$ cat src/rtl/fifo_rd_pkg.sv
`default_nettype none
// ============================================================================
// fifo_rd_pkg : shared types and constants for the FIFO read controller
// Revision    : 1.0
// ============================================================================
package fifo_rd_pkg;

  localparam int SKID_DEPTH = 2;

  typedef enum logic [1:0] {
    IDLE  = 2'd0,
    READ  = 2'd1,
    DRAIN = 2'd2
  } rd_state_e;

endpackage
`default_nettype wire

$ cat src/rtl/rd_skid_buf.sv
`default_nettype none
// ============================================================================
// rd_skid_buf : 2-entry first-word-fall-through skid buffer for FIFO read data
// Revision    : 1.0
// ============================================================================
module rd_skid_buf
  import fifo_rd_pkg::*;
#(
  parameter int WIDTH = 8
) (
  input  logic             clk,
  input  logic             rst_n,
  input  logic             push,
  input  logic [WIDTH-1:0] push_data,
  input  logic             pop,
  output logic             out_valid,
  output logic [WIDTH-1:0] out_data,
  output logic [1:0]       occupancy
);

  logic [SKID_DEPTH-1:0][WIDTH-1:0] mem_q, mem_d;
  logic                             wr_ptr_q, wr_ptr_d;
  logic                             rd_ptr_q, rd_ptr_d;
  logic [1:0]                       count_q, count_d;
  logic                             store;
  logic                             drain;

  always_comb begin
    // An empty buffer passes the arriving word straight through to the output.
    out_valid = (count_q != 2'd0) || push;
    out_data  = (count_q != 2'd0) ? mem_q[rd_ptr_q] : push_data;
    occupancy = count_q;

    store = push && !(pop && (count_q == 2'd0));
    drain = pop && (count_q != 2'd0);

    mem_d    = mem_q;
    wr_ptr_d = wr_ptr_q;
    rd_ptr_d = rd_ptr_q;
    if (store) begin
      mem_d[wr_ptr_q] = push_data;
      wr_ptr_d        = ~wr_ptr_q;
    end
    if (drain) begin
      rd_ptr_d = ~rd_ptr_q;
    end
    count_d = count_q + 2'(store) - 2'(drain);
  end

  always_ff @(posedge clk) begin
    if (!rst_n) begin
      wr_ptr_q <= 1'b0;
      rd_ptr_q <= 1'b0;
      count_q  <= 2'd0;
    end else begin
      wr_ptr_q <= wr_ptr_d;
      rd_ptr_q <= rd_ptr_d;
      count_q  <= count_d;
    end
    mem_q <= mem_d;
  end

endmodule
`default_nettype wire

$ cat src/rtl/fifo_rd_ctrl.sv
`default_nettype none
// ============================================================================
// fifo_rd_ctrl : burst reader pulling words from a FIFO onto a valid/ready stream
// Revision     : 1.0
// ============================================================================
module fifo_rd_ctrl
  import fifo_rd_pkg::*;
#(
  parameter int WIDTH = 8,
  parameter int LEN_W = 8
) (
  input  logic             r_clk,
  input  logic             rst_n,
  input  logic             empty,
  input  logic [WIDTH-1:0] rdata,
  output logic             rd_rq,
  input  logic             start,
  input  logic [LEN_W-1:0] burst_len,
  output logic             busy,
  output logic             done,
  output logic             m_valid,
  input  logic             m_ready,
  output logic [WIDTH-1:0] m_data,
  output logic             m_last,
  output logic [15:0]      rd_count
);

  rd_state_e        state_q, state_d;
  logic [LEN_W-1:0] req_left_q, req_left_d;
  logic [LEN_W-1:0] out_left_q, out_left_d;
  logic             in_flight_q, in_flight_d;
  logic [15:0]      rd_count_q, rd_count_d;

  logic             skid_valid;
  logic [1:0]       skid_occ;
  logic [1:0]       pending;
  logic             xfer;

  rd_skid_buf #(
    .WIDTH (WIDTH)
  ) u_skid (
    .clk       (r_clk),
    .rst_n     (rst_n),
    .push      (in_flight_q),
    .push_data (rdata),
    .pop       (xfer),
    .out_valid (skid_valid),
    .out_data  (m_data),
    .occupancy (skid_occ)
  );

  always_comb begin
    // Words already owed to the skid buffer; never request beyond its depth.
    pending = skid_occ + {1'b0, in_flight_q};
    rd_rq   = rst_n && (state_q == READ) && !empty && (req_left_q != '0)
              && (pending < 2'(SKID_DEPTH));
    m_valid = rst_n && skid_valid;
    xfer    = m_valid && m_ready;
    m_last  = m_valid && (out_left_q == LEN_W'(1));
    done    = xfer && m_last;
    busy    = rst_n && (state_q != IDLE);

    state_d     = state_q;
    req_left_d  = req_left_q;
    out_left_d  = out_left_q;
    in_flight_d = rd_rq;
    rd_count_d  = rd_count_q + 16'(in_flight_q);

    if (rd_rq) begin
      req_left_d = req_left_q - LEN_W'(1);
    end
    if (xfer) begin
      out_left_d = out_left_q - LEN_W'(1);
    end

    case (state_q)
      IDLE: begin
        if (start && (burst_len != '0)) begin
          state_d    = READ;
          req_left_d = burst_len;
          out_left_d = burst_len;
        end
      end
      READ: begin
        if (rd_rq && (req_left_q == LEN_W'(1))) begin
          state_d = DRAIN;
        end
      end
      DRAIN: begin
        if (done) begin
          state_d = IDLE;
        end
      end
      default: state_d = IDLE;
    endcase
  end

  always_ff @(posedge r_clk) begin
    if (!rst_n) begin
      state_q     <= IDLE;
      req_left_q  <= '0;
      out_left_q  <= '0;
      in_flight_q <= 1'b0;
      rd_count_q  <= 16'd0;
    end else begin
      state_q     <= state_d;
      req_left_q  <= req_left_d;
      out_left_q  <= out_left_d;
      in_flight_q <= in_flight_d;
      rd_count_q  <= rd_count_d;
    end
  end

  assign rd_count = rd_count_q;

endmodule
`default_nettype wire

$ cat config.mk
export PLATFORM = sky130hd
export DESIGN_NAME = fifo_rd_ctrl
export DESIGN_NICKNAME = d
export VERILOG_FILES = /design/src/rtl/fifo_rd_pkg.sv /design/src/rtl/rd_skid_buf.sv /design/src/rtl/fifo_rd_ctrl.sv
export SDC_FILE = /design/constraint.sdc
export NUM_CORES = 1
export LEC_CHECK = 0
export CORE_ASPECT_RATIO = 0.6
export CORE_UTILIZATION = 58
export CTS_BUF_LIST = sky130_fd_sc_hd__clkbuf_8
export DETAILED_ROUTE_END_ITERATION = 7
export PLACE_DENSITY = 0.85
export SYNTH_ARGS = -nofsm -noshare
export SYNTH_HDL_FRONTEND = slang
export SYNTH_SLANG_ARGS = --single-unit
$ cat constraint.sdc
create_clock -name r_clk -period 4.7 [get_ports r_clk]
set_input_delay 0.94 -clock r_clk [delete_from_list [all_inputs] [get_ports r_clk]]
set_output_delay 0.94 -clock r_clk [all_outputs]
set_load 0.02 [all_outputs]
==> impl_results.md <==
* Run status: completed
* Die W at between 90 and 100 microns
* Beginning of the worst hold path: rd_count[15]
* Category of the worst setup path capture point: output port
* Filler Cells Inserted at 349
* Sequential cell area fraction in the yosys report at between 40 and 50%
* Reg2reg setup slack at 2620 ps
* Starting density of the core at 60.57%
* Antenna Diode Count at 0
* Required time at the endpoint of the critical path at 3760 ps
* Setup slack at placement at approximately 590 ps
* Max Freq at 240.3 MHz
* Final nets at 352
* TritonCTS clock tree: done
* Synthesized Nets at roughly 310
* Number of buffers created by CTS at 5
* MaxCap Viol Count at 0
* Detailed placer's ending HPWL at roughly 4.4 mm
* Die footprint at 0.005081 sq mm
* Library cell used as clock root buffer: clkbuf_8
* Core area at roughly 0.0046 sq mm
* Register bit total from synthesis at between 50 and 60
* Post-synthesis average cell area at between 10 and 15 sq um
* Maximum number of pins on one net before global-route repair at 26
* Min setup slack post-route at ~540 ps
* Post-synth EDFFs at 16
* Total negative slack at 0 ps
* Die height at about 56 microns
* Area overhead of the layout relative to synthesis at 22.83%
* Headroom to the max-slew limit at a little over two fifths
* Cell leakage power at between 0.001 and 0.0015 uW
* Via count of the first global-routing pass at 2046
* Cts hold-fix bufs at 0
* Overall via count from detail_route at around 2200
* Power per cell area at ~320 mW/mm^2
* Count of nets left with antenna violations after detail routing at 0
* Global route total overflow at 0
* Proportion of synthesized flip-flops having asynchronous set or reset at 0%
* Final wirelength at 5.928 mm
* First drt pass iteration count at 4
* Count of buffers inserted at the top-level ports at 49
* Final Max Tran Viols at 0
* Number of hold violations in the final report at 0
* Buffers inserted by post-CTS timing repair at 0
* Crit path DAT at ~3200 ps
* Clock input transition at the sequential cells of the worst setup and hold paths at around 100 ps
* Min Tclk post-route at about 4200 ps
* Final number of setup-violating endpoints at 0
* Nature of the critical path startpoint: primary input
* Number of H-tree levels at 2
* Fraction of final layout cells with drive strength greater than 1 at under 10%
* Post-cts repair resize count at 0
* DRC at 0
* I/O pin count at 50
* Routed WL per cell at 15.36 microns
* Setup clock skew after layout at 5.545 ps
* Share of the clock period used by the worst path after layout at 88.54%
* Warning count from the yosys run at 0
* Type of the tightest min-delay check: reg2reg
* Initial antenna violation count at 0
* Wire length of the first global-routing pass at around 9.6 mm
* Commonest register cell after synthesis: dfxtp_1
* Maximum number of buffers from clock root to sink at 2
* Clk Latency, worst-skew pair at between 300 and 400 ps
* Register area at ~0.0013 sq mm
* Synth unique cells at between 50 and 60
* # rows at 19
* Setup repair after global routing missed its margin: false
* Max IR drop VDD at roughly 0.24 mV
* Last weighted congestion value of the routability-driven placer at between 0.8 and 0.9
* Num Clock Sinks at 55
* Mean number of vias per cell at around 5.8
* Reg-to-Reg Start: u_skid.occupancy[0]
* Worst Path Class, Setup: in2out
* Critical path launch point: rst_n
* Total Routing Usage GR at between 20% and 30%
* Combined area of all synthesized cells at 0.002779 sq mm
* Multi-input logic area at around 0.0014 sq mm
* Actual slew at the worst max-slew pin at 856.1 ps
* Worst-path maximum fanout at 15
* Number of standard cells after synthesis at 276
* Number of violations reported at the end of detailed-routing iteration 0 at approximately 110
-- worst max-delay path, cell delays in order --
cell	delay, ps
clkdlybuf4s50_1	760
and4bb_1	280
o21a_1	360
and2_1	250
clkdlybuf4s50_1	620
-- metrics by stage --
stage	area, sq um	total power [uW]	utilization (%)	hold WS (ps)	instances
floorplan	2779	715.1	-	481.9	276
global placement	3298	780.0	71.88	451.9	378
detailed placement	3298	788.4	71.88	462.3	378
CTS	3413	1104	74.39	480.0	386
global route	3413	1152	74.39	552.0	386
finish	3413	1103	74.39	479.1	386
-- registers in the layout (all words and copies together), names as in the netlist --
signal / count
state_q: 2
u_skid.mem_q: 16
in_flight_q: 1
req_left_q: 8
u_skid.rd_ptr_q: 1
out_left_q: 8
u_skid.wr_ptr_q: 1
rd_count: 16
u_skid.occupancy: 2
-- Yosys cell counts (3+ instances only) --
cell type / number / area [sq um]
nor3_1: 7 / 35.03
nor4_1: 4 / 25.02
ha_1: 9 / 112.6
inv_1: 12 / 45.04
and3_1: 3 / 18.77
nor2_1: 17 / 63.81
and2_1: 22 / 137.6
nand2_1: 9 / 33.78
o21a_1: 5 / 37.54
a21oi_1: 16 / 80.08
nand3_1: 10 / 50.05
dfxtp_1: 39 / 780.8
or4_4: 3 / 33.78
xnor2_1: 18 / 157.7
a211oi_2: 5 / 62.56
o21ai_0: 4 / 20.02
nand2b_1: 3 / 18.77
nand4_1: 5 / 31.28
or4_1: 3 / 22.52
buf_2: 4 / 20.02
nor2b_1: 3 / 18.77
mux2i_1: 9 / 90.09
clkbuf_1: 5 / 18.77
edfxtp_1: 16 / 480.5
o21ai_1: 7 / 35.03
-- worst paths after layout --
check	to	cells past startpoint
setup / recovery	rd_rq	5
hold / removal	rd_count[15]	2
setup reg to reg	u_skid.mem_q[2]	4
hold reg to reg	rd_count[15]	2
-- per-layer routing --
| layer | part of all wire, % | global-route usage, % |
|---|---|---|
| met1 | 49 | 36.27 |
| met2 | 42 | 36.47 |
| met3 | 6.7 | 5.328 |
| met4 | 1.8 | 9.524 |
| met5 | 0 | 0 |
-- power by group --
| part | leakage (uW) | internal (uW) | total (uW) | switching [uW] |
|---|---|---|---|---|
| registers | 0.000463 | 516 | 549 | 32.4 |
| logic | 0.000694 | 106 | 234 | 128 |
| clock network | 0.0000548 | 161 | 321 | 160 |
| total | 0.00121 | 783 | 1100 | 320 |
-- logic make-up (layout without fill, tap and decap cells) --
group,Yosys count,in the layout,share of synthesized area (%)
muxes,9,9,3.242
buffers and inverters,24,71,3.962
AOI/OAI and AO/OA,56,56,14.72
and+or+nand+nor,103,103,22.33
DFF,55,55,45.38
adders and majority gates,9,9,4.052
xor gates and xnor gates,20,20,6.304
-- area by class of cell --
class,instances,area share (%)
Inverter,12,1.320
Tap cell,63,2.309
Multi-Input combinational cell,197,41.24
Timing Repair Buffer,51,14.81
Clock buffer,5,2.016
Clock inverter,3,1.356
Sequential cell,55,36.95
-- cells in the final DEF, fill, tap and decap left out, types with 4 or more instances in the layout --
| cell | instances |
|---|---|
| a21oi_1 | 16 |
| edfxtp_1 | 16 |
| and2_1 | 22 |
| inv_1 | 12 |
| o21ai_1 | 7 |
| clkbuf_8 | 5 |
| nand4_1 | 5 |
| nor4_1 | 4 |
| xnor2_1 | 18 |
| nand3_1 | 10 |
| ha_1 | 9 |
| nand2_1 | 9 |
| a211oi_2 | 5 |
| clkdlybuf4s50_1 | 49 |
| o21ai_0 | 4 |
| mux2i_1 | 9 |
| nor2_1 | 17 |
| o21a_1 | 5 |
| dfxtp_1 | 39 |
| nor3_1 | 7 |
Note: power is estimated with default switching activity, not from simulation.
